**src/rtl/memory_arbiter_if.sv**
```systemverilog
// Bundle of the core-facing (IF, DM) and memory-facing handshakes of memory_arbiter.
// slave = the arbiter's view, master = the surrounding core + memory.
interface memory_arbiter_if;
    logic        if_rd_en_i;
    logic [31:0] if_addr_i;
    logic [31:0] if_data_o;
    logic        if_ack_o;
    logic        dm_rd_en_i;
    logic        dm_wr_en_i;
    logic [31:0] dm_addr_i;
    logic [31:0] dm_data_i;
    logic [31:0] dm_data_o;
    logic        dm_ack_o;
    logic        err_o;
    logic        mem_rd_en_o;
    logic        mem_wr_en_o;
    logic [31:0] mem_addr_o;
    logic [31:0] mem_data_o;
    logic [31:0] mem_data_i;
    logic        mem_ack_i;

    modport slave (
        input  if_rd_en_i, if_addr_i, dm_rd_en_i, dm_wr_en_i, dm_addr_i, dm_data_i,
               mem_data_i, mem_ack_i,
        output if_data_o, if_ack_o, dm_data_o, dm_ack_o, err_o,
               mem_rd_en_o, mem_wr_en_o, mem_addr_o, mem_data_o
    );

    modport master (
        output if_rd_en_i, if_addr_i, dm_rd_en_i, dm_wr_en_i, dm_addr_i, dm_data_i,
               mem_data_i, mem_ack_i,
        input  if_data_o, if_ack_o, dm_data_o, dm_ack_o, err_o,
               mem_rd_en_o, mem_wr_en_o, mem_addr_o, mem_data_o
    );
endinterface

```
**src/rtl/memory_arbiter.sv**
```systemverilog
// Round-robin arbiter sharing one single-port memory between the IF and DM ports.
// Optional `define MEM_ARB_TIMEOUT_EN aborts an access stalled for TIMEOUT_CYCLES cycles.
module memory_arbiter #(
    parameter bit RESET_PRIORITY = 1'b0,
    parameter int TIMEOUT_CYCLES = 16
) (
    input logic             clk,
    input logic             rst_n,
    memory_arbiter_if.slave bus
);

    typedef enum logic [1:0] {IDLE, ACCESS, RESP} state_t;

    typedef struct packed {
        logic        wr;
        logic [31:0] addr;
        logic [31:0] wdata;
    } req_t;

    if (TIMEOUT_CYCLES < 1) begin : g_bad_timeout
        $error("memory_arbiter: TIMEOUT_CYCLES must be at least 1");
    end

    state_t state;
    logic   last_grant;   // 0 = IF, 1 = DM; also selects the port being served
    logic   if_req, dm_req, pick_dm, to_hit;
    req_t   win_req;

    assign if_req  = bus.if_rd_en_i;
    assign dm_req  = bus.dm_rd_en_i | bus.dm_wr_en_i;
    // On a tie the port that did not win last time goes first.
    assign pick_dm = dm_req & (~if_req | ~last_grant);

    always_comb begin
        win_req = '{wr: 1'b0, addr: bus.if_addr_i, wdata: bus.mem_data_o};
        if (pick_dm)
            win_req = '{wr: bus.dm_wr_en_i, addr: bus.dm_addr_i, wdata: bus.dm_data_i};
    end

`ifdef MEM_ARB_TIMEOUT_EN
    localparam int CNT_W = (TIMEOUT_CYCLES > 1) ? $clog2(TIMEOUT_CYCLES) : 1;

    logic [CNT_W-1:0] to_cnt;

    assign to_hit = (to_cnt == CNT_W'(TIMEOUT_CYCLES - 1));

    always_ff @(posedge clk or negedge rst_n) begin
        if (!rst_n) begin
            to_cnt    <= '0;
            bus.err_o <= 1'b0;
        end else begin
            // err_o lines up with the RESP cycle of an access that ended without ack.
            bus.err_o <= (state == ACCESS) && !bus.mem_ack_i && to_hit;
            if (state != ACCESS)
                to_cnt <= '0;
            else if (!bus.mem_ack_i)
                to_cnt <= to_cnt + 1'b1;
        end
    end
`else
    assign to_hit    = 1'b0;
    assign bus.err_o = 1'b0;
`endif

    always_ff @(posedge clk or negedge rst_n) begin
        if (!rst_n) begin
            state           <= IDLE;
            last_grant      <= ~RESET_PRIORITY;
            bus.mem_rd_en_o <= 1'b0;
            bus.mem_wr_en_o <= 1'b0;
            bus.mem_addr_o  <= '0;
            bus.mem_data_o  <= '0;
            bus.if_data_o   <= '0;
            bus.dm_data_o   <= '0;
            bus.if_ack_o    <= 1'b0;
            bus.dm_ack_o    <= 1'b0;
        end else begin
            bus.if_ack_o <= 1'b0;
            bus.dm_ack_o <= 1'b0;
            case (state)
                IDLE: begin
                    if (if_req || dm_req) begin
                        last_grant      <= pick_dm;
                        bus.mem_rd_en_o <= ~win_req.wr;
                        bus.mem_wr_en_o <= win_req.wr;
                        bus.mem_addr_o  <= win_req.addr;
                        bus.mem_data_o  <= win_req.wdata;
                        state           <= ACCESS;
                    end
                end
                ACCESS: begin
                    if (bus.mem_ack_i || to_hit) begin
                        bus.mem_rd_en_o <= 1'b0;
                        bus.mem_wr_en_o <= 1'b0;
                        state           <= RESP;
                        if (last_grant) bus.dm_ack_o <= 1'b1;
                        else            bus.if_ack_o <= 1'b1;
                        // Aborted accesses return zero; writes leave read data alone.
                        if (!bus.mem_ack_i) begin
                            if (last_grant) bus.dm_data_o <= '0;
                            else            bus.if_data_o <= '0;
                        end else if (bus.mem_rd_en_o) begin
                            if (last_grant) bus.dm_data_o <= bus.mem_data_i;
                            else            bus.if_data_o <= bus.mem_data_i;
                        end
                    end
                end
                RESP:    state <= IDLE;
                default: state <= IDLE;
            endcase
        end
    end

endmodule

```
**src/flat_wrapper.sv**
```systemverilog
// flat-port wrapper written by rule: the top's interface ports become plain ports
module memory_arbiter_flat 
#(
    parameter bit RESET_PRIORITY = 1'b0,
    parameter int TIMEOUT_CYCLES = 16
)
  (clk, rst_n, bus_if_rd_en_i, bus_if_addr_i, bus_dm_rd_en_i, bus_dm_wr_en_i, bus_dm_addr_i, bus_dm_data_i, bus_mem_data_i, bus_mem_ack_i, bus_if_data_o, bus_if_ack_o, bus_dm_data_o, bus_dm_ack_o, bus_err_o, bus_mem_rd_en_o, bus_mem_wr_en_o, bus_mem_addr_o, bus_mem_data_o);
  memory_arbiter_if bus_i ();
  input logic clk;
  input logic rst_n;
  input wire logic [$bits(bus_i.if_rd_en_i)-1:0] bus_if_rd_en_i;
  input wire logic [$bits(bus_i.if_addr_i)-1:0] bus_if_addr_i;
  input wire logic [$bits(bus_i.dm_rd_en_i)-1:0] bus_dm_rd_en_i;
  input wire logic [$bits(bus_i.dm_wr_en_i)-1:0] bus_dm_wr_en_i;
  input wire logic [$bits(bus_i.dm_addr_i)-1:0] bus_dm_addr_i;
  input wire logic [$bits(bus_i.dm_data_i)-1:0] bus_dm_data_i;
  input wire logic [$bits(bus_i.mem_data_i)-1:0] bus_mem_data_i;
  input wire logic [$bits(bus_i.mem_ack_i)-1:0] bus_mem_ack_i;
  output wire logic [$bits(bus_i.if_data_o)-1:0] bus_if_data_o;
  output wire logic [$bits(bus_i.if_ack_o)-1:0] bus_if_ack_o;
  output wire logic [$bits(bus_i.dm_data_o)-1:0] bus_dm_data_o;
  output wire logic [$bits(bus_i.dm_ack_o)-1:0] bus_dm_ack_o;
  output wire logic [$bits(bus_i.err_o)-1:0] bus_err_o;
  output wire logic [$bits(bus_i.mem_rd_en_o)-1:0] bus_mem_rd_en_o;
  output wire logic [$bits(bus_i.mem_wr_en_o)-1:0] bus_mem_wr_en_o;
  output wire logic [$bits(bus_i.mem_addr_o)-1:0] bus_mem_addr_o;
  output wire logic [$bits(bus_i.mem_data_o)-1:0] bus_mem_data_o;
  assign bus_i.if_rd_en_i = bus_if_rd_en_i;
  assign bus_i.if_addr_i = bus_if_addr_i;
  assign bus_i.dm_rd_en_i = bus_dm_rd_en_i;
  assign bus_i.dm_wr_en_i = bus_dm_wr_en_i;
  assign bus_i.dm_addr_i = bus_dm_addr_i;
  assign bus_i.dm_data_i = bus_dm_data_i;
  assign bus_i.mem_data_i = bus_mem_data_i;
  assign bus_i.mem_ack_i = bus_mem_ack_i;
  assign bus_if_data_o = bus_i.if_data_o;
  assign bus_if_ack_o = bus_i.if_ack_o;
  assign bus_dm_data_o = bus_i.dm_data_o;
  assign bus_dm_ack_o = bus_i.dm_ack_o;
  assign bus_err_o = bus_i.err_o;
  assign bus_mem_rd_en_o = bus_i.mem_rd_en_o;
  assign bus_mem_wr_en_o = bus_i.mem_wr_en_o;
  assign bus_mem_addr_o = bus_i.mem_addr_o;
  assign bus_mem_data_o = bus_i.mem_data_o;
  memory_arbiter #(.RESET_PRIORITY(RESET_PRIORITY), .TIMEOUT_CYCLES(TIMEOUT_CYCLES)) u_core (.clk(clk), .rst_n(rst_n), .bus(bus_i));
endmodule
```
**config.mk**
```make
export PLATFORM = sky130hd
export DESIGN_NAME = memory_arbiter_flat
export DESIGN_NICKNAME = d
export VERILOG_FILES = /design/src/rtl/memory_arbiter_if.sv /design/src/rtl/memory_arbiter.sv /design/src/flat_wrapper.sv
export SDC_FILE = /design/constraint.sdc
export NUM_CORES = 1
export LEC_CHECK = 0
export ABC_AREA = 1
export BUFFER_PORTS_ARGS = -buffer_cell sky130_fd_sc_hd__buf_2
export CAP_MARGIN = 20
export CORE_ASPECT_RATIO = 0.6
export CORE_MARGIN = 3
export CORE_UTILIZATION = 47
export CTS_CLUSTER_DIAMETER = 120
export CTS_CLUSTER_SIZE = 20
export DETAILED_ROUTE_END_ITERATION = 8
export PLACE_DENSITY_LB_ADDON = 0.2
export SYNTH_ARGS = -nofsm -noshare
export SYNTH_HDL_FRONTEND = slang
export SYNTH_SLANG_ARGS = --single-unit
export TNS_END_PERCENT = 5
```
**constraint.sdc**
```tcl
create_clock -name clk -period 1.7 [get_ports clk]
set_input_delay 0.085 -clock clk [delete_from_list [all_inputs] [get_ports clk]]
set_output_delay 0.085 -clock clk [all_outputs]
set_load 0.01 [all_outputs]
```
==> summary.md, run 1 <==
| Metric | Value |
|---|---|
| Final cell count without fillers | `1239` |
| # fillers | `778` |
| Top cells by area, synth | `dfrtp_1 (58%), nand2_1 (23%), nand3b_1 (4.1%)` |
| Starting Density | `49.89%` |
| Leak Pwr | `5.159 nW` |
| Share of the clock period used by the worst path | `92.93%` |
| Post-synthesis mux area share | `0%` |
| Compound-Gate Fraction of Synth Area | `0.4511%` |
| Pre-antenna DRT Iters | `5` |
| Syn nets | `829` |
| Worst hold slack | `14.14 ps` |
| Cell Pwr Density | `1683 mW/mm^2` |
| Largest family of logic cells by synthesized area | `simple AND/OR/NAND/NOR gates` |
| Total track usage | `28.59%` |
| TritonCTS clock tree | `done` |
| Dominant cell type by area after synthesis | `dfrtp_1` |
| Vias in the first global route | `6192` |
| Worst path max stage delay | `560 ps` |
| # setup viols final | `0` |
| Final nets | `1200` |
| Die H | `92.23 um` |
| H-Tree Depth | `4` |
| Most used cell along the critical path | `nand2_1` |
| Total gr overflow | `0` |
| Adder-Cell Fraction of Synth Area | `0%` |
| Post-synthesis xor/xnor area fraction | `0%` |
| Crit. End Element | `register` |
| DP Cell Count | `1096` |
| FP Rows | `30` |
| Root Driver | `clkbuf_16` |
| CP Launch Type | `register` |
| Slew HR | `55.30%` |
| Area grow syn2layout | `56.03%` |
| Fin util | `77.85%` |
| DR vias | `6153` |
| Crit Path Category | `reg -> reg` |
| Peak Freq | `0.6330 GHz` |
| Clock slew at reported path FFs | `60 ps` |
| CTS Sinks | `135` |
| Maximum vdd drop | `837.6 uV` |
| Full die area | `0.01381 mm^2` |
| Die width | `149.7 um` |
| Clock skew | `13.66 ps` |
| RSZ-0062 raised after global routing | `no` |
| CP max FO | `34` |
| Seq/Total Area, Yosys | `58.02%` |
| Top cell type's share of synthesized area | `57.57%` |
| Hold Vio Cnt, Final | `0` |
| Post-DRT Antenna Nets | `0` |
| Vias/cell | `4.966` |
| Worst skew pair latency | `410 ps` |
| # Max-Cap Violations | `0` |
| Cells after synthesis | `695` |
| First-pass GRT wire length | `31.12 mm` |
| Total inserted antenna cells | `0` |
| Initial antenna violation count | `0` |
| CTS max path bufs | `2` |
| Critical Path RT | `2000 ps` |
| Hold Crit Class | `in -> reg` |
| Distinct cells, synth | `21` |
| Core area | `0.01167 mm^2` |
| Synthesized area per cell | `8.380 um^2` |
| Critical Path, Cell by Cell | `nand2_2 -> buf_4 -> nand2_1 -> buf_12 -> nand2_1 -> nand3_1 -> nand2_1` |
| Layout cells sized above 1 | `30.31%` |
| HPWL after DPL | `11.58 mm` |
| Tmin final | `1580 ps` |
| Drt initial violations | `387` |
| IO Pins | `267` |
| DRC Markers | `0` |
| Ys Warns | `0` |
| Port Buffer Count | `265` |
| Final wirelength | `19.50 mm` |
| TritonCTS buffer count | `17` |
| WL/cell | `15.74 um` |
| Largest net degree at the start of global routing | `45` |
| Final instance area | `0.009087 mm^2` |
| Total power | `0.01530 W` |
| Data arrival time of the worst path | `1880 ps` |
| Netlist area before placement | `0.005824 mm^2` |
| Final Max Tran Viols | `0` |
| Buf/Inv on CP | `2` |
| Synth Area in Simple Gates | `35.42%` |
| Yosys reg bits | `135` |
| Final Wtd Congestion | `0.7606` |
| Slowest stage cell, crit path | `dfstp_2` |
| Status | `finished clean` |
| CP top delay family | `flip-flops` |
| Slew of the pin with the lowest slew margin | `669.7 ps` |
| Post-placement cell area | `0.007376 mm^2` |
[cells in the mapped netlist]
library cell  count
o21ai_0           2
conb_1            1
nand2_2           3
dfrtp_1         134
buf_4             4
buf_1             2
nand3_1          35
inv_2             2
nand3_2           1
inv_1            38
a21oi_2           1
nor2_4            2
nor2_2            3
nor2_1            4
dfstp_2           1
nand2_1         363
a21boi_0          1
nand4_1          32
nand3b_1         32
clkbuf_1          5
buf_2            29
[registers in the layout (all words and copies together) (netlist names)]
signal and flops:
u_core.bus.dm_data_o 32, u_core.bus.if_data_o 32, u_core.bus.mem_addr_o 32, u_core.bus.mem_data_o 32, u_core.state 2, u_core.bus.dm_ack_o 1, u_core.bus.if_ack_o 1, u_core.bus.mem_rd_en_o 1
u_core.bus.mem_wr_en_o 1, u_core.last_grant 1
[cell type report]
cell class                 count  area (um^2)  area share [%]
sequential                   135         3379           37.19
timing repair buffer         391         2654           29.20
multi-input combinational    481         2100           23.10
clock buffer                  18        439.2           4.833
tap                          160        200.2           2.203
clock inverter                14        165.2           1.817
inverter                      40        150.1           1.652
[worst min-delay path, stage by stage]
cell and delay (ps):
buf_2 80, nand3b_1 90, nand3_1 80, nand2_1 60
[cell families after synthesis]
group	after synthesis
AOI/OAI and AO/OA	4
DFF	135
and+or+nand+nor	475
other	1
buffers and inverters	80
[worst paths after layout]
| kind | start | end | slack [ps] | depth (start not counted) |
|---|---|---|---|---|
| setup / recovery | u_core.last_grant | u_core.bus.mem_addr_o[18] | 120 | 7 |
| hold / removal | bus_dm_addr_i[23] | u_core.bus.mem_addr_o[23] | 10 | 4 |
| setup reg to reg | u_core.last_grant | u_core.bus.mem_addr_o[18] | 120 | 7 |
| hold reg to reg | u_core.bus.mem_data_o[22] | u_core.bus.mem_data_o[22] | 470 | 2 |
| max in group asynchronous | rst_n | u_core.last_grant | 900 | 3 |
| min in group asynchronous | rst_n | u_core.bus.mem_addr_o[15] | 170 | 2 |
[stage by stage]
step / setup WS (ps) / setup TNS [ps]
after global routing: 22.16 / 0
after floorplan: 480.8 / 0
final: 120.3 / 0
after global placement: 41.78 / 0
after detailed placement: -4.776 / -8.128
after CTS: 137.0 / 0
[placed cells by master, fill, tap and decap left out, drive strengths merged]
cell / instances
buf: 281
clkbuf: 18
conb: 1
bufinv: 2
a21boi: 1
nand2: 366
inv: 45
a21oi: 1
nor2: 10
nand4: 32
nand3: 36
o21ai: 2
dfstp: 1
dfrtp: 134
clkinv: 6
dlygate4sd3: 110
nand3b: 32
clkinvlp: 1
[layer usage]
layer	track usage [%]	vias to the layer above	wire length [um]
li1	-	2911	-
met4	10.50	0	509
met2	46.92	346	9383
met3	8.543	54	1913
met1	36.03	2842	7690
met5	0	-	0
[what timing repair did]
action                                 CTS  global route
hold buffers                           110             0
gates resized for setup                  0             0
buffers inserted                         0             0
setup endpoints to repair               14             1
endpoints found under the hold margin  262             0
cloned                                   1             0
pin swaps                                1             1
[power breakdown]
| part | total [W] | switching [W] | internal (W) | leakage [nW] |
|---|---|---|---|---|
| Clock | 0.00373 | 0.00148 | 0.00224 | 0.295 |
| Sequential | 0.00558 | 0.000849 | 0.00473 | 1.68 |
| Combinational | 0.00599 | 0.00361 | 0.00238 | 3.18 |
| Total | 0.0153 | 0.00594 | 0.00935 | 5.16 |
No activity file was read; power rests on OpenSTA's default activity.
==> inputs of run 2 (changes only) <==
- CORE_MARGIN: 3 -> 1.5
- SETUP_SLACK_MARGIN: unset -> 0.3
==> run 2 against run 1 <==
Clock power rose by 6.2%. Global-route usage is 0.66 points higher. Sequential power is essentially flat.
==> summary.md, run 2 (synthesized netlist as in run 1, its figures left out) <==
| Metric | Value |
|---|---|
| Maximum vdd drop | `936.8 uV` |
| Wire length on met1 | `8.417 mm` |
| CP top delay family | `flip-flops` |
| Total track usage | `29.25%` |
| Status | `finished clean` |
| Clock skew | `11.95 ps` |
| Tmin final | `1373 ps` |
| Top sig layer | `met4` |
| Critical Path RT | `2000 ps` |
| Final Max Tran Viols | `0` |
| Cell Pwr Density | `1685 mW/mm^2` |
| Layout cells sized above 1 | `31.02%` |
| Comb power frac | `40.0%` |
| Net Sw Power | `0.006050 W` |
| Largest net degree at the start of global routing | `45` |
| DRC Markers | `0` |
| Worst skew pair latency | `410 ps` |
| HPWL after DPL | `11.24 mm` |
| Drt initial violations | `404` |
| Starting Density | `48.28%` |
| Peak Freq | `0.7284 GHz` |
| Initial antenna violation count | `0` |
| DR vias | `6256` |
| CP max FO | `8` |
| Final Wtd Congestion | `0.8018` |
| Crit Path Category | `reg -> reg` |
| Vias in the first global route | `5973` |
| Full die area | `0.01309 mm^2` |
| Final wirelength | `20.03 mm` |
| First-pass GRT wire length | `29.84 mm` |
| Final instance area | `0.009438 mm^2` |
| RSZ-0062 raised after global routing | `yes` |
| Root Driver | `clkbuf_16` |
| Pre-antenna DRT Iters | `5` |
| FP Rows | `31` |
| Core area | `0.01206 mm^2` |
| Vias/cell | `4.961` |
| IO Pins | `267` |
| Area grow syn2layout | `62.04%` |
| Final nets | `1218` |
| Critical Path, Cell by Cell | `nand2_4 -> buf_12 -> nand2_8 -> buf_12 -> nand2_1 -> nand3_1 -> nand2_1` |
| Clock share of power | `24.9%` |
| # fillers | `794` |
| CTS Sinks | `135` |
| CP Launch Type | `register` |
| TritonCTS clock tree | `done` |
| Data arrival time of the worst path | `1670 ps` |
| # setup viols final | `0` |
| WL/cell | `15.89 um` |
| Post-placement cell area | `0.007382 mm^2` |
| Buf/Inv on CP | `2` |
| Metal3 WL | `1.800 mm` |
| Metal2 WL | `9.354 mm` |
| Leak Pwr | `5.299 nW` |
| Total gr overflow | `0` |
| Die H | `89.23 um` |
| CTS max path bufs | `2` |
| Die width | `146.7 um` |
| Slowest stage cell, crit path | `dfstp_2` |
| Hold Vio Cnt, Final | `0` |
| Port Buffer Count | `265` |
| Total negative setup slack | `0 ps` |
| TritonCTS buffer count | `17` |
| Total inserted antenna cells | `0` |
| Hold Crit Class | `in -> reg` |
| Clock slew at reported path FFs | `60 ps` |
| # Max-Cap Violations | `0` |
| Share of the clock period used by the worst path | `80.76%` |
| Worst path max stage delay | `580 ps` |
| Commonest cells after routing, fill and taps aside | `nand2_1 (361), buf_2 (264), dfrtp_1 (133)` |
| H-Tree Depth | `4` |
| Most common cell after layout, fill and taps aside | `nand2_1` |
| Post-DRT Antenna Nets | `0` |
| Crit. End Element | `register` |
| Register share of total power | `35.1%` |
| Internal power | `0.009856 W` |
| Switch share | `38.04%` |
| Fin util | `78.24%` |
==> run 2: cell count changes in the layout (fill, tap and decap cells not counted), moves of 2 or more <==
| cell | previous run | this run |
|---|---|---|
| clkinv_4 | 5 | 1 |
| nand2_1 | 363 | 361 |
| clkinvlp_4 | 1 | 3 |
| buf_6 | 1 | 3 |
| dlygate4sd3_1 | 110 | 120 |
| nor2_1 | 4 | 2 |
| bufinv_16 | 2 | 4 |
| nor2_4 | 2 | 5 |
| clkbuf_16 | 17 | 21 |
| buf_12 | 8 | 10 |
==> run 2: power groups by stage <==
| stage | combinational [W] | clock (W) | sequential (W) |
|---|---|---|---|
| floorplan | 0.00246 | 0 | 0.00623 |
| global placement | 0.00561 | 0 | 0.00553 |
| detailed placement | 0.00575 | 0 | 0.00553 |
| CTS | 0.00599 | 0.00400 | 0.00552 |
| global route | 0.00699 | 0.00416 | 0.00576 |
| finish | 0.00636 | 0.00396 | 0.00558 |
==> run 2: worst min-delay path, cell delays in order <==
cell and delay, ps:
buf_2 70, nand3b_1 90, nand3_1 80, nand2_1 60
==> run 2: cell type report <==
class	count	area [um^2]	area share (%)
clock buffers	18	439.2	4.653
clock inverters	13	193.9	2.055
multi-input cells	481	2143	22.71
inverters	40	150.1	1.591
repair buffers	409	2924	30.98
flip-flops and latches	135	3381	35.82
well taps	165	206.4	2.187
==> run 2: timing repair <==
item	in CTS	in global routing
resized for setup	1	17
hold buffers	120	0
setup buffers	1	2
setup endpoints to repair	65	98
gates cloned	1	5
endpoints found under the hold margin	243	0
pin swaps	1	1
==> run 2: per-stage QoR <==
step / instances / power, W / hold slack, ps / setup slack (ps)
finish: 1261 / 0.01591 / 8.002 / 327.1
floorplan: 695 / 0.008686 / -210.6 / 480.8
global route: 1261 / 0.01691 / 27.09 / 262.4
CTS: 1254 / 0.01551 / 0.2453 / 221.6
detailed placement: 1101 / 0.01127 / 15.35 / -6.137
global placement: 1101 / 0.01115 / 12.84 / 22.49
==> run 2: per-layer routing <==
metal / global-route usage (%) / up-vias
met5: 0 / -
met4: 11.75 / 0
met3: 7.398 / 42
met2: 46.96 / 328
met1: 38.81 / 2943
li1: - / 2943
==> run 2: final timing paths <==
check | from | endpoint | slack (ps) | depth (start not counted)
worst min register to register | u_core.bus.dm_data_o[31] | u_core.bus.dm_data_o[31] | 470 | 2
worst max-delay path | u_core.last_grant | u_core.bus.mem_addr_o[20] | 330 | 7
worst max register to register | u_core.last_grant | u_core.bus.mem_addr_o[20] | 330 | 7
max in group asynchronous | rst_n | u_core.bus.mem_addr_o[24] | 910 | 3
worst min-delay path | bus_dm_addr_i[12] | u_core.bus.mem_addr_o[12] | 8 | 4
min in group asynchronous | rst_n | u_core.bus.mem_addr_o[17] | 140 | 2
